**src/rtl/dff_bist_pkg.sv**
```systemverilog
// -----------------------------------------------------------------------------
// dff_bist_pkg
// Shared definitions for the D flip-flop BIST checker:
//   - bist_state_t : controller states (IDLE, INIT, RUN, DRAIN, DONE)
//   - LFSR_W       : pattern generator width
//   - LFSR_TAPS    : feedback tap mask (x^8+x^6+x^5+x^4+1 -> bits 7,5,4,3)
//   - DEFAULT_SEED : default LFSR load value
//   - safe_seed()  : maps an all-zero seed (LFSR lock-up state) to 8'h01
// -----------------------------------------------------------------------------
package dff_bist_pkg;

    typedef enum logic [2:0] {
        ST_IDLE,
        ST_INIT,
        ST_RUN,
        ST_DRAIN,
        ST_DONE
    } bist_state_t;

    localparam int                LFSR_W       = 8;
    localparam logic [LFSR_W-1:0] LFSR_TAPS    = 8'hB8;
    localparam logic [LFSR_W-1:0] DEFAULT_SEED = 8'hA5;

    // An all-zero Fibonacci LFSR never leaves zero, so substitute 1.
    function automatic logic [LFSR_W-1:0] safe_seed(input logic [LFSR_W-1:0] s);
        return (s == '0) ? LFSR_W'(1) : s;
    endfunction

endpackage

```
**src/rtl/dff_bist_lfsr.sv**
```systemverilog
// -----------------------------------------------------------------------------
// dff_bist_lfsr
// 8-bit Fibonacci LFSR, shifting left with the XOR of the tapped bits fed
// into bit 0. Load has priority over shift.
// Ports:
//   clk   in  clock, rising edge
//   load  in  load state with seed
//   shift in  advance one step
//   seed  in  value loaded by load
//   msb   out current bit 7 (the pattern bit)
// -----------------------------------------------------------------------------
module dff_bist_lfsr
    import dff_bist_pkg::*;
(
    input  logic              clk,
    input  logic              load,
    input  logic              shift,
    input  logic [LFSR_W-1:0] seed,
    output logic              msb
);

    logic [LFSR_W-1:0] state;
    logic              fb;

    assign fb  = ^(state & LFSR_TAPS);
    assign msb = state[LFSR_W-1];

    always_ff @(posedge clk) begin
        if (load) begin
            state <= seed;
        end else if (shift) begin
            state <= {state[LFSR_W-2:0], fb};
        end
    end

endmodule

```
**config.mk**
```make
export PLATFORM = sky130hd
export DESIGN_NAME = dff_bist_lfsr
export DESIGN_NICKNAME = d
export VERILOG_FILES = /design/src/rtl/dff_bist_pkg.sv /design/src/rtl/dff_bist_lfsr.sv
export SDC_FILE = /design/constraint.sdc
export NUM_CORES = 1
export LEC_CHECK = 0
export ABC_AREA = 1
export CORE_AREA = 4 4 41 43
export DETAILED_ROUTE_END_ITERATION = 10
export DIE_AREA = 0 0 45 47
export SETUP_SLACK_MARGIN = 0.5
export SLEW_MARGIN = 25
export SYNTH_ARGS = -nofsm -noshare
export SYNTH_HDL_FRONTEND = slang
export SYNTH_SLANG_ARGS = --single-unit
```
**constraint.sdc**
```tcl
create_clock -name clk -period 1.2 [get_ports clk]
set_input_delay 0.36 -clock clk [delete_from_list [all_inputs] [get_ports clk]]
set_output_delay 0.36 -clock clk [all_outputs]
set_load 0.1 [all_outputs]
```
==> results.json <==
{
  "finalWeightedCongestion": 0.7031,
  "max_freq_mhz": 796.7,
  "fillers": 134,
  "cts_buffer_depth": 2,
  "htreeDepth": 1,
  "antenna_found_initial": 0,
  "ios": 12,
  "min_period_ns": 1.255,
  "path_buf_inv": 1,
  "layout_commonest_cell": "nand2_1",
  "wire_per_inst_um": 10.29,
  "grt_pass1_wl_mm": 1.283,
  "die_w_um": 45,
  "multiInputGateArea_sq_um": 168.9,
  "slew_headroom_pct": 88.53,
  "worst_slack_ns": -0.05521,
  "portBuffers": 11,
  "cp_max_fo": 2,
  "hp-class": "input pin to register",
  "die_area_sq_um": 2115,
  "layout-drive-gt1-share_pct": 33.85,
  "seq_area_sq_um": 240.2,
  "rows": 13,
  "status": "complete, but fails checks",
  "dr.pass1.iters": 2,
  "clkTransAtPathRegs_ns": 0.05,
  "worst_pin_slew_ns": 0.1721,
  "synth_top_area_share_pct": 58.90,
  "final_cell_mix": "nand2_1 (21), edfxtp_1 (8), dlygate4sd2_1 (7)",
  "synthTopCellsByArea": "edfxtp_1 (59%), nand2_1 (24%), inv_1 (4.6%)",
  "holdBufCountCts": 0,
  "clockRootBuffer": "clkbuf_4",
  "dp_hpwl_um": 635.3,
  "ant_nets": 0,
  "top_regs": "state x8",
  "finalNetCount": 78,
  "rsz0062_at_grt": "yes",
  "vias_per_cell": 4.438,
  "clock_latency_ns": 0.24,
  "grt_pass1_vias": 314,
  "avgSynthCellArea_sq_um": 8.498,
  "yosysWarnings": 0,
  "synth_nets": 59,
  "syn2layout_area_growth_pct": 53.99,
  "yosysTopAreaCell": "edfxtp_1",
  "timing.critical_path.from_type": "register",
  "wirelength_um": 823,
  "clock-skew-final_ns": 0.0004771,
  "drv_cap": 0,
  "cts.sinks": 8,
  "cp.required_ns": 0.84,
  "setup.worst_path.class": "register to output port",
  "cp_top_family": "flip-flops",
  "postSynthCellCount": 48,
  "leakage_nw": 0.3096,
  "largest_register_ffs": 8,
  "total_power_w": 0.0007427,
  "start_util_pct": 31.35,
  "core_area_sq_um": 1301,
  "finalHoldViolCount": 0,
  "die_h_um": 47,
  "syn_area_sq_um": 407.9,
  "min_period_over_period_pct": 104.6,
  "track_usage_pct": 8.640,
  "worst_path_max_delay_cell": "edfxtp_1",
  "end_kind": "output port",
  "grt_overflow_total": 0,
  "power_density_nw_per_um2": 1182,
  "yosys.cell_types.count": 11,
  "tritoncts": "yes",
  "tns_ns": -0.05613,
  "ys_ff_latch": 8,
  "regMostFlops": "state",
  "drc": 0,
  "synth-seq-area-share_pct": 58.90,
  "cp.arrival_ns": 0.90,
  "crit_chain": "buf_12",
  "ir_drop_mv": 0.5194,
  "preCtsSetupSlack_ns": -0.2478,
  "num_vias": 355,
  "drtIter0Drc": 5,
  "cts_buffers": 3,
  "violations": "negative setup slack",
  "setup_violations": 2,
  "drv_slew": 0,
  "antenna_cells": 0,
  "final_util_pct": 48.27,
  "slowest_delay_ns": 0.45,
  "grt_max_degree": 9
}
-- report_power, final --
part / leakage, nW / internal (W) / total (W) / switching [W]
logic: 0.212 / 0.0000857 / 0.000178 / 0.0000918
clock network: 0.0138 / 0.000114 / 0.000199 / 0.0000850
registers: 0.0834 / 0.000347 / 0.000366 / 0.0000197
total: 0.310 / 0.000546 / 0.000743 / 0.000196
-- synth_stat cells --
library cell   n
buf_4          1
edfxtp_1       8
inv_1          5
inv_2          1
nand2_1       26
nand3_1        1
nor2_1         1
nor2_2         1
o21ai_1        2
or2_1          1
xnor2_1        1
-- layout make-up --
| type | instances | area share (%) |
|---|---|---|
| Multi-Input combinational cell | 33 | 26.89 |
| Tap cell | 15 | 2.988 |
| Clock buffer | 3 | 3.586 |
| Sequential cell | 8 | 38.25 |
| Timing Repair Buffer | 15 | 24.70 |
| Inverter | 6 | 3.586 |
-- per-stage QoR --
step	hold WS [ns]	std cells	area [sq um]
3_3_place_gp	0.4924	75	569.3
3_5_place_dp	0.5035	75	569.3
2_1_floorplan	0.4874	48	435.4
5_1_grt	0.4903	80	628.1
6_report	0.4804	80	628.1
4_1_cts	0.4801	80	608.1
-- cell families after synthesis --
logic type	after synthesis	share of synthesized area (%)
buffers and inverters	7	7.362
AND/OR/NAND/NOR	30	29.14
XOR/XNOR	1	2.148
flip-flops	8	58.90
AO/OA/AOI/OAI	2	2.454
-- what timing repair did --
item	4_1_cts	5_1_grt
pin swaps	8	2
resized for setup	21	4
setup buffers	1	0
gates cloned	1	0
endpoints found under the setup margin	17	17
-- final timing paths --
kind | from | to | slack [ns] | cells past startpoint
worst min-delay path | shift | state[6] | 0.48 | 2
worst min register to register | state[1] | state[2] | 0.51 | 2
worst max register to register | state[7] | state[0] | 0 | 5
worst max-delay path | state[7] | msb | -0.06 | 1
-- metal layers --
metal | global-route usage, % | part of all wire [%]
met5 | 0 | 0
met4 | 3.509 | 0
met3 | 2.299 | 6.2
met2 | 14.69 | 48
met1 | 10.38 | 46
Power figures use the tool's default switching activity.
